==> src/rtl/regfile_write_scheduler_pkg.sv <==
// regfile_write_scheduler_pkg: shared widths, source ids and register-zero constant
package regfile_write_scheduler_pkg;
  localparam int XLEN = 32;
  localparam int AMOUNT = 16;
  localparam int ADDRESSLEN = 4;
  localparam int CNTW = 2;
  localparam logic SRC_ALU = 1'b0;
  localparam logic SRC_LD = 1'b1;
  localparam logic [ADDRESSLEN-1:0] REG_ZERO = '0;
endpackage

==> src/rtl/regfile_write_scheduler_arb.sv <==
// rr_arbiter2: two-way round-robin arbiter; the last-grant flop only moves on a tie
module rr_arbiter2
  import regfile_write_scheduler_pkg::*;
(
  input  logic       clk,
  input  logic       rst_n,
  input  logic [1:0] req_i,
  output logic [1:0] gnt_o
);
  logic last_q;
  always_comb begin
    gnt_o = '0;
    gnt_o[SRC_ALU] = req_i[SRC_ALU] && (!req_i[SRC_LD] || last_q == SRC_LD);
    gnt_o[SRC_LD] = req_i[SRC_LD] && (!req_i[SRC_ALU] || last_q == SRC_ALU);
  end
  always_ff @(posedge clk or negedge rst_n)
    if (!rst_n) last_q <= SRC_LD;
    else if (&req_i) last_q <= gnt_o[SRC_LD] ? SRC_LD : SRC_ALU;
endmodule

==> src/rtl/regfile_write_scheduler.sv <==
// regfile_write_scheduler: arbitrates ALU/load writeback onto the bank write port
// and tracks pending writes per register for issue-stage hazard detection.
module regfile_write_scheduler #(
  parameter int XLEN = regfile_write_scheduler_pkg::XLEN,
  parameter int AMOUNT = regfile_write_scheduler_pkg::AMOUNT,
  parameter int ADDRESSLEN = regfile_write_scheduler_pkg::ADDRESSLEN,
  parameter int CNTW = regfile_write_scheduler_pkg::CNTW
) (
  input  logic                  clk,
  input  logic                  rst_n,
  input  logic                  iss_valid,
  input  logic [ADDRESSLEN-1:0] iss_rd,
  output logic                  iss_ready,
  input  logic [ADDRESSLEN-1:0] rs1,
  input  logic [ADDRESSLEN-1:0] rs2,
  output logic                  haz1,
  output logic                  haz2,
  input  logic                  a_valid,
  input  logic [ADDRESSLEN-1:0] a_rd,
  input  logic [XLEN-1:0]       a_data,
  output logic                  a_ready,
  input  logic                  l_valid,
  input  logic [ADDRESSLEN-1:0] l_rd,
  input  logic [XLEN-1:0]       l_data,
  output logic                  l_ready,
  output logic                  wr_en,
  output logic [ADDRESSLEN-1:0] wr_addr,
  output logic [XLEN-1:0]       wr_data,
  output logic                  sb_err
);
  import regfile_write_scheduler_pkg::SRC_ALU;
  import regfile_write_scheduler_pkg::SRC_LD;
  localparam logic [CNTW-1:0] CNT_MAX = '1;
  logic [1:0] gnt;
  logic [CNTW-1:0] cnt_q [AMOUNT];
  logic [CNTW-1:0] cnt_d [AMOUNT];
  logic wr_en_q, wr_en_d, sb_err_q, sb_err_d;
  logic [ADDRESSLEN-1:0] wr_addr_q, wr_addr_d, w_rd;
  logic [XLEN-1:0] wr_data_q, wr_data_d, w_data;
  logic xfer, iss_oor, w_oor, iss_alloc;
  rr_arbiter2 u_arb (
    .clk   (clk),
    .rst_n (rst_n),
    .req_i ({l_valid, a_valid}),
    .gnt_o (gnt)
  );
  assign a_ready = gnt[SRC_ALU];
  assign l_ready = gnt[SRC_LD];
  assign xfer = |gnt;
  assign w_rd = gnt[SRC_LD] ? l_rd : a_rd;
  assign w_data = gnt[SRC_LD] ? l_data : a_data;
  assign iss_oor = int'(iss_rd) >= AMOUNT;
  assign w_oor = int'(w_rd) >= AMOUNT;
  // Current count only: a retire in this same cycle gives no credit.
  assign iss_ready = iss_oor || cnt_q[iss_rd] != CNT_MAX;
  assign iss_alloc = iss_valid && iss_ready && !iss_oor && iss_rd != '0;
  assign haz1 = int'(rs1) < AMOUNT && rs1 != '0 && cnt_q[rs1] != '0;
  assign haz2 = int'(rs2) < AMOUNT && rs2 != '0 && cnt_q[rs2] != '0;
  assign wr_en = wr_en_q;
  assign wr_addr = wr_addr_q;
  assign wr_data = wr_data_q;
  assign sb_err = sb_err_q;
  always_comb begin
    wr_en_d = xfer && w_rd != '0 && !w_oor;
    wr_addr_d = wr_en_d ? w_rd : wr_addr_q;
    wr_data_d = wr_en_d ? w_data : wr_data_q;
    sb_err_d = sb_err_q || (wr_en_q && cnt_q[wr_addr_q] == '0) || (iss_valid && iss_oor) || (xfer && w_oor);
    for (int r = 0; r < AMOUNT; r++) begin
      cnt_d[r] = (iss_alloc && iss_rd == ADDRESSLEN'(r)) == (wr_en_q && wr_addr_q == ADDRESSLEN'(r)) ? cnt_q[r] :
                 (iss_alloc && iss_rd == ADDRESSLEN'(r)) ? cnt_q[r] + 1'b1 :
                 cnt_q[r] == '0 ? '0 : cnt_q[r] - 1'b1;
    end
  end
  always_ff @(posedge clk or negedge rst_n)
    if (!rst_n) begin
      wr_en_q <= 1'b0;
      wr_addr_q <= '0;
      wr_data_q <= '0;
      sb_err_q <= 1'b0;
      cnt_q <= '{default: '0};
    end else begin
      wr_en_q <= wr_en_d;
      wr_addr_q <= wr_addr_d;
      wr_data_q <= wr_data_d;
      sb_err_q <= sb_err_d;
      cnt_q <= cnt_d;
    end
endmodule
==> config.mk <==
export PLATFORM = sky130hd
export DESIGN_NAME = regfile_write_scheduler
export DESIGN_NICKNAME = d
export VERILOG_FILES = /design/src/rtl/regfile_write_scheduler_pkg.sv /design/src/rtl/regfile_write_scheduler_arb.sv /design/src/rtl/regfile_write_scheduler.sv
export SDC_FILE = /design/constraint.sdc
export NUM_CORES = 1
export LEC_CHECK = 0
export ABC_AREA = 0
export CAP_MARGIN = 25
export CORE_ASPECT_RATIO = 1.25
export CORE_MARGIN = 2
export CORE_UTILIZATION = 50
export CTS_BUF_LIST = sky130_fd_sc_hd__clkbuf_8
export CTS_CLUSTER_SIZE = 24
export DETAILED_ROUTE_END_ITERATION = 16
export GPL_ROUTABILITY_DRIVEN = 0
export HOLD_SLACK_MARGIN = 0.12
export PLACE_DENSITY = 0.83
export SLEW_MARGIN = 20
export SYNTH_ARGS = -nofsm -noshare
export SYNTH_HDL_FRONTEND = slang
export SYNTH_SLANG_ARGS = --single-unit
==> constraint.sdc <==
create_clock -name clk -period 2.9 [get_ports clk]
set_clock_uncertainty 0.15 [all_clocks]
set_input_delay 0.725 -clock clk [delete_from_list [all_inputs] [get_ports clk]]
set_output_delay 0.725 -clock clk [all_outputs]
set_load 0.01 [all_outputs]
---- After elaboration in Yosys (flattened, before gate mapping) ----
Cells that the tools add are included.
word-level totals
  logic and storage cells ................. 228
  flip-flop bits (word level) ............. 71
  output and inout port bits .............. 43
  input bits .............................. 89
cells by class
  magnitude comparators ................... 4
  multiplexer cells ....................... 47
  add/subtract/negate cells ............... 32
  reductions and logical operators ........ 72
  equality and inequality tests ........... 47
  bitwise operators ....................... 5
operator list
  cell                                                 number
  2-to-1 mux 2 bit                                     40
  equality test 4 bit, second input constant           16
  logical AND 1 bit                                    40
  logical NOT 2 bit                                    17
  adder 2 x 1 -> 2 bit, second input constant          16
  binary-select mux 2 bit (select 4 bit)               4
  equality test 4 x 3 -> 1 bit, second input constant  8
  2-to-1 mux 32 bit                                    1
  subtractor 2 x 1 -> 2 bit, second input constant     16
  >= comparator 5 bit, second input constant           4
  NOT 4 -> 5 bit                                       4
  equality test 1 bit                                  16
  equality test 4 x 2 -> 1 bit, second input constant  4
  nonzero test 4 bit                                   4
  equality test 4 x 1 -> 1 bit, second input constant  2
  logical NOT 4 bit                                    2
  2-to-1 mux 4 bit                                     1
  nonzero test 2 bit                                   2
  logical OR 1 bit                                     3
  logical NOT 1 bit                                    2
  inequality test 2 bit, second input constant         1
  AND reduction 2 bit                                  1
  OR reduction 2 bit                                   1
  2-to-1 mux 1 bit                                     1
  NOT 1 bit                                            1

---- Depth between registers and ports, before layout ----
Gate-level depths: netlist of the first run.
  depth after elaboration ................. 9
  mapped depth ............................ 6
  depth with buffers taken out ............ 5

---- Cells and area by module ----
A second synthesis of the first run with hierarchy kept.
second synthesis, totals
  cells, all modules ...................... 495
  area, all modules ....................... 5008.6 µm²
by module, submodules not included
  module                   seq. area each (µm²)  cells an instance  area an instance (µm²)  instances
  regfile_write_scheduler  1751.7                489                4951.0                  1
  rr_arbiter2              26.3                  6                  57.6                    1

---- Worst setup path after synthesis of the first run ----
OpenSTA, ideal clock, no wires.
  kind .................................... input to output
  from .................................... input port iss_rd[3]
  to ...................................... output port iss_ready
  stages .................................. 3
  slack ................................... 0.104 ns
  buffers on the path ..................... 1
  data required time ...................... 2.025 ns
  data arrival time ....................... 1.921 ns
  cell sequence ........................... buf_2 -> mux4_2 -> mux4_2
on the way
  word-level cells in the longest chain between the ends .. 5
ends and longest elaborated chain
  item                                                 line                           source
  from (decl)                                          regfile_write_scheduler.sv:12  input logic [ADDRESSLEN-1:0] iss_rd,
  NOT 4 -> 5 bit (not written as such)                 regfile_write_scheduler.sv:55  assign iss_ready = iss_oor || cnt_q[iss_rd] != CNT_MAX;
  binary-select mux 2 bit (select 4 bit)               regfile_write_scheduler.sv:55
  2-to-1 mux 2 bit (not written as such) (2 in a row)  regfile_write_scheduler.sv:55
  inequality test 2 bit                                regfile_write_scheduler.sv:55
  to (decl)                                            regfile_write_scheduler.sv:13  output logic iss_ready,
Every way passes these cells. The select of a mux whose other input is x is not followed.

---- Final worst setup path of the first run ----
  from .................................... input port rs1[2]
  to ...................................... output port haz1
on the way
  word-level cells in the longest chain between the ends .. 6
  elaborated cells between the ends (all ways) .. 7
  classes of those cells .................. mux: 3; bitwise: 1; reduce/logical: 3
ends and longest elaborated chain
  item                                                 line                           source
  from (decl)                                          regfile_write_scheduler.sv:14  input logic [ADDRESSLEN-1:0] rs1,
  NOT 4 -> 5 bit (not written as such)                 regfile_write_scheduler.sv:57  assign haz1 = int'(rs1) < AMOUNT && rs1 != '0 && cnt_q[rs1] != '0;
  binary-select mux 2 bit (select 4 bit)               regfile_write_scheduler.sv:57
  2-to-1 mux 2 bit (not written as such) (2 in a row)  regfile_write_scheduler.sv:57
  nonzero test 2 bit                                   regfile_write_scheduler.sv:57
  logical AND 1 bit *                                  regfile_write_scheduler.sv:57
  to (decl)                                            regfile_write_scheduler.sv:16  output logic haz1,
Mark *: on every way between the ends. The rest lies on a longest branch, timed or not. The select of a mux whose other input is x is not followed.

==> results.cfg, run 1 <==
[status]
outcome = finished, final reports clean

[worst_setup_path]
cp_max_fo = 2
path_cells = buf_6 > inv_4 > mux4_2 > or3b_4 > o211ai_1 > buf_2
cpPeakStageDelay_ps = 490
r2r_start = wr_addr[2]
rr_worst_depth = 4
cp.required_ps = 2030
r2r_end = cnt_q[1]
crit_type = primary input to output port
startpoint_type = primary input
endpoint_kind = output port
crit_arrival_ps = 1990
cpMaxStageDelayCell = mux4_2
rrSetupSlack_ps = 530

[power_and_ir_drop]
internal_power_uw = 3240
power_uw = 5200
p_seq_share_pct = 31.7
power_leakage_uw = 0.00292
switching_share_pct = 37.7
clkPwrFrac_pct = 19.0
p_sw_uw = 1960
p_comb_share_pct = 49.3
irDropWorstVdd_uv = 402
powerDensity_mw_per_mm2 = 769

[run]
maxCapViolations = 0

[detailed_routing]
dr.pass1.iters = 5
routed_via_density = 5.83
routed_wl_um = 13500
drtIter0Drc = 313
antenna_left = 0
num_vias = 4543
drc = 0
route.detailed.wl_per_inst_um = 17.4

[clock_tree]
cts_root_buf = clkbuf_8
ctsHoldBuffers = 0
cts_tree = done
insertion_delay_ps = 370
h-tree-depth = 3
cts_buffers = 9
clk_pin_slew_ps = 80
clk_path_buf_depth = 2
cts.sinks = 71

[grt]
antenna_found_initial = 0
grt_pass1_vias = 4738
grt.overflow.total = 0
grt_pass1_wl_um = 22200
global_route.usage.total_pct = 27.6
grt_max_degree = 72

[yosys]
syn_nets = 595
synthFlopType = dfrtp_1
ys_seq_area_share_pct = 37.8
syn_area_per_cell_um2 = 9.88
synth-edff-count = 0
yosys_warnings = 0
ys_types = 49
syn_inst = 476
ys_seq_elements = 71
ys_async_sr_fraction_pct = 100
mappedNetlistArea_mm2 = 0.00470

[sta]
fin_setup_tns_ps = 0
max_freq_mhz = 350
tightest_slew_ps = 609
setup_viol = 0
hold_viol = 0
rsz0062_at_grt = true
hold_slack_ps = 199
slew_viol_final = 0
relSlewSlack_pct = 59.4
worst_slack_ps = 38.8
period_needed_ps = 2860
post-route-period-util_pct = 98.7

[floorplan]
row_count = 39
core_area_mm2 = 0.00913
die_area_mm2 = 0.0102
ioPinCount = 132
initial_core_util_pct = 51.5
die_x_um = 90.8
die_height_um = 112

[finish]
final_nets = 770
finalNonFillerCells = 779
drive_above_1_share_pct = 17.4
area_growth_pct = 43.8
layout_commonest_cell = clkdlybuf4s50_1
antenna_cells = 0
final_cell_mix = clkdlybuf4s50_1 (118), nand2_1 (70), dfrtp_1 (68), buf_4 (55), mux2i_1 (35)

[placed_design]
dpl.hpwl_um = 10200
io_buffers = 131
dp.cells = 757
pre_cts_slack_ps = -843

[hold_path]
hold_path_class = primary input to asynchronous set/reset pin
cells in the mapped netlist (3+ instances only):
cell type   n  share of area [%]
ha_1       30                8.0
a311oi_1    9                1.7
clkbuf_1    8               0.64
a31oi_1     3               0.40
a211o_1     4               0.74
mux4_2     13                6.2
nand3b_1   16                2.6
buf_4       4               0.64
nand3_1     4               0.43
nor3_1      7               0.74
o21ai_0    34                3.6
buf_2      12                1.3
a221o_1    14                3.0
nand2_1    72                5.7
nor3b_1     3               0.48
and2_1      3               0.40
dfrtp_1    70                 37
nor2_1     32                2.6
o211ai_1   18                2.9
inv_1      26                2.1
xnor2_1     3               0.56
nand2b_1    3               0.40
and3b_1     4               0.74
o2111ai_1  13                2.4
nor2b_1     7               0.93
mux2i_1    35                7.4
final cells by class:
class	instances	area (µm²)
multi-input cells	354	2730
fillers	622	2360
flip-flops and latches	71	1780
repair buffers	189	1750
well taps	123	154
clock buffers	9	124
clock inverters	7	120
inverters	26	103
worst max-delay path: cells and delay by family:
kind / cells / cell delay [ps]
mux: 1 / 490
compound gates: 1 / 80
simple gates: 1 / 390
buf+inv: 3 / 310
per-stage QoR:
step / utilization, % / area, µm²
2_1_floorplan: - / 4700
3_3_place_gp: 70.9 / 6470
3_5_place_dp: 70.9 / 6470
4_1_cts: 73.7 / 6730
5_1_grt: 74.1 / 6760
6_report: 74.1 / 6760
cells by family (layout without fill, tap and decap cells):
logic type | after synthesis | in the layout | synth area share, %
xor gates and xnor gates | 5 | 5 | 0.931
and+or+nand+nor | 163 | 163 | 17.1
DFF | 71 | 71 | 37.8
adders and majority gates | 30 | 30 | 7.98
buffers and inverters | 51 | 231 | 4.87
muxes | 49 | 49 | 14.2
AOI/OAI and AO/OA | 107 | 107 | 17.1
how the worst max path moves through the flow:
stage,startpoint,to,depth (start not counted)
2_1_floorplan,iss_rd[3],iss_ready,3
3_3_place_gp,rs2[2],haz2,6
3_5_place_dp,iss_rd[3],iss_ready,5
4_1_cts,iss_rd[3],iss_ready,5
5_1_grt,cnt_q[5],iss_ready,4
6_report,rs1[2],haz1,6
sequential cells by signal, summed over array words and instances (netlist names):
register and cells:
cnt_q 32, wr_data 32, wr_addr 4, sb_err 1, u_arb.last_q 1, wr_en 1
repair_timing:
action | in CTS | in global routing
cloned | 0 | 0
gates resized for setup | 39 | 15
setup endpoints to repair | 4 | 4
buffers inserted | 2 | 5
pin swaps | 4 | 4
power groups by stage:
stage | sequential (µW) | clock, µW | combinational [µW]
after global routing | 1700 | 1030 | 2810
after floorplan | 1750 | 0 | 1200
after global placement | 1630 | 0 | 2380
after detailed placement | 1650 | 0 | 2510
final | 1650 | 986 | 2560
after CTS | 1640 | 990 | 2530
per-layer routing:
| layer | track usage, % | up-vias | wire [µm] |
|---|---|---|---|
| met4 | 15.1 | 0 | 587 |
| li1 | - | 2112 | - |
| met2 | 49.9 | 232 | 7040 |
| met3 | 7.25 | 53 | 1020 |
| met1 | 29.1 | 2146 | 4870 |
| met5 | 0 | - | 0 |
Note: power is estimated with default switching activity, not from simulation.
==> run 2, diff against run 1 <==
--- a/config.mk
+++ b/config.mk
@@ -9,13 +9,13 @@
 export CAP_MARGIN = 25
 export CORE_ASPECT_RATIO = 1.25
 export CORE_MARGIN = 2
-export CORE_UTILIZATION = 50
+export CORE_UTILIZATION = 54
 export CTS_BUF_LIST = sky130_fd_sc_hd__clkbuf_8
 export CTS_CLUSTER_SIZE = 24
 export DETAILED_ROUTE_END_ITERATION = 16
 export GPL_ROUTABILITY_DRIVEN = 0
 export HOLD_SLACK_MARGIN = 0.12
-export PLACE_DENSITY = 0.83
+export PLACE_DENSITY = 0.89
 export SLEW_MARGIN = 20
 export SYNTH_ARGS = -nofsm -noshare
 export SYNTH_HDL_FRONTEND = slang
==> constraint.sdc (replaced) <==
create_clock -name clk -period 3.4 [get_ports clk]
set_clock_uncertainty 0.15 [all_clocks]
set_input_delay 0.85 -clock clk [delete_from_list [all_inputs] [get_ports clk]]
set_output_delay 0.85 -clock clk [all_outputs]
set_load 0.01 [all_outputs]
==> run 2 against run 1 <==
Compared with the run above:
- final cell count down 7.3%
- worst hold slack gained 130 ps
- flip-flop and latch count stayed put
- critical path type unchanged
- sequential power shrank 8%
- critical path depth is the same
==> results.cfg, run 2 (synthesized netlist as in run 1, its figures left out) <==
[detailed_routing]
wl_met1_um = 4780
antenna_left = 0
met2_length_um = 7150
num_vias = 4473
route.detailed.wl_per_inst_um = 18.9
wl_met3_um = 1100
routed_wl_um = 13600
dr.pass1.iters = 5
drtIter0Drc = 351
top_layer_used = met4
drc = 0
routed_via_density = 6.20

[placed_design]
io_buffers = 131
post_dp_cell_area_mm2 = 0.00622
dpl.hpwl_um = 10600

[power_and_ir_drop]
irDropWorstVdd_uv = 354
power_uw = 4100
power_leakage_uw = 0.00271
powerDensity_mw_per_mm2 = 640

[worst_setup_path]
rr_worst_depth = 4
crit_arrival_ps = 2360
crit_type = primary input to output port
endpoint_kind = output port
cp.required_ps = 2400
startpoint_type = primary input
cp_max_fo = 2

[floorplan]
core_area_mm2 = 0.00856
die_area_mm2 = 0.00948
row_count = 38
initial_core_util_pct = 55.0
ioPinCount = 132
die_height_um = 108
die_x_um = 87.5

[grt]
grt_pass1_vias = 4525
grt.overflow.total = 0
grt_max_degree = 44
grt_pass1_wl_um = 21400
global_route.usage.total_pct = 29.9
antenna_found_initial = 0

[clock_tree]
cts_setup_buffers = 0
cts_tree = done
insertion_delay_ps = 360
ctsHoldBuffers = 0
clk_path_buf_depth = 2
clk_pin_slew_ps = 70
h-tree-depth = 3
cts_buffers = 9
cts.sinks = 71
cts_root_buf = clkbuf_8

[sta]
hold_slack_ps = 332
slew_viol_final = 0
relSlewSlack_pct = 50.3
setup_viol = 0
rsz0062_at_grt = false
hold_viol = 0
fin_setup_tns_ps = 0
max_freq_mhz = 297
period_needed_ps = 3360
post-route-period-util_pct = 98.9
tightest_slew_ps = 745

[status]
outcome = finished, final reports clean

[finish]
final_cell_mix = clkdlybuf4s50_1 (121), nand2_1 (72), dfrtp_1 (70), mux2i_1 (35), o21ai_0 (34)
layout_commonest_cell = clkdlybuf4s50_1
final_nets = 736
fillCellCount = 572
stdcell_area_mm2 = 0.00641
area_growth_pct = 36.2
fin_util_pct = 74.9
antenna_cells = 0
drive_above_1_share_pct = 11.1

[hold_path]
hold_depth = 2
hold_path_class = flip-flop to flip-flop

[run]
maxCapViolations = 0
run 2: cell types whose count changed in the layout (fill, tap and decap cells not counted), sizes merged:
cell,previous run,this run
dlygate4sd2,2,6
clkbuf,12,9
clkinv,2,3
clkinvlp,1,2
buf,65,28
bufinv,3,1
clkdlybuf4s50,118,121
dlymetal6s2s,1,0
run 2: power breakdown:
group / switching (µW) / leakage [µW] / total, µW / internal [µW]
sequential: 380 / 0.000876 / 1520 / 1150
clock: 346 / 0.0000956 / 685 / 340
combinational: 938 / 0.00173 / 1890 / 952
run 2: layer usage:
layer	track usage, %	vias to the layer above
met1	32.8	2124
met4	15.3	0
met3	7.63	61
met5	0	-
li1	-	2046
met2	52.7	242
run 2: critical path: stages:
cell and delay (ps):
dlygate4sd2_1 260, buf_4 150, mux4_2 500, a221o_1 370, o211ai_1 90, buf_2 150
run 2: area by class of cell:
type / instances / area (µm²) / area share [%]
flip-flops and latches: 71 / 1780 / 27.7
clock buffers: 9 / 124 / 1.93
multi-input cells: 354 / 2720 / 42.5
well taps: 100 / 125 / 1.95
inverters: 26 / 97.6 / 1.52
repair buffers: 155 / 1490 / 23.2
clock inverters: 7 / 72.6 / 1.13
run 2: through the flow:
step / worst slack, ps / cells
CTS: 24.7 / 722
finish: 36.1 / 722
floorplan: 354 / 476
global route: 40.5 / 722
global placement: -546 / 706
detailed placement: -597 / 706
run 2: final timing paths:
path                             start      endpoint  slack [ps]
max                             rs2[2]          haz2          40
min                        wr_data[28]   wr_data[28]         330
max reg2reg                 wr_addr[2]      cnt_q[0]        1010
min reg2reg                wr_data[28]   wr_data[28]         330
max in group asynchronous        rst_n  u_arb.last_q        1930
min in group asynchronous        rst_n     cnt_q[15]         370
run 2: repair_timing:
item	4_1_cts	5_1_grt
pin swaps	1	0
resized for setup	22	2
hold endpoints to repair	0	0
setup endpoints to repair	3	2
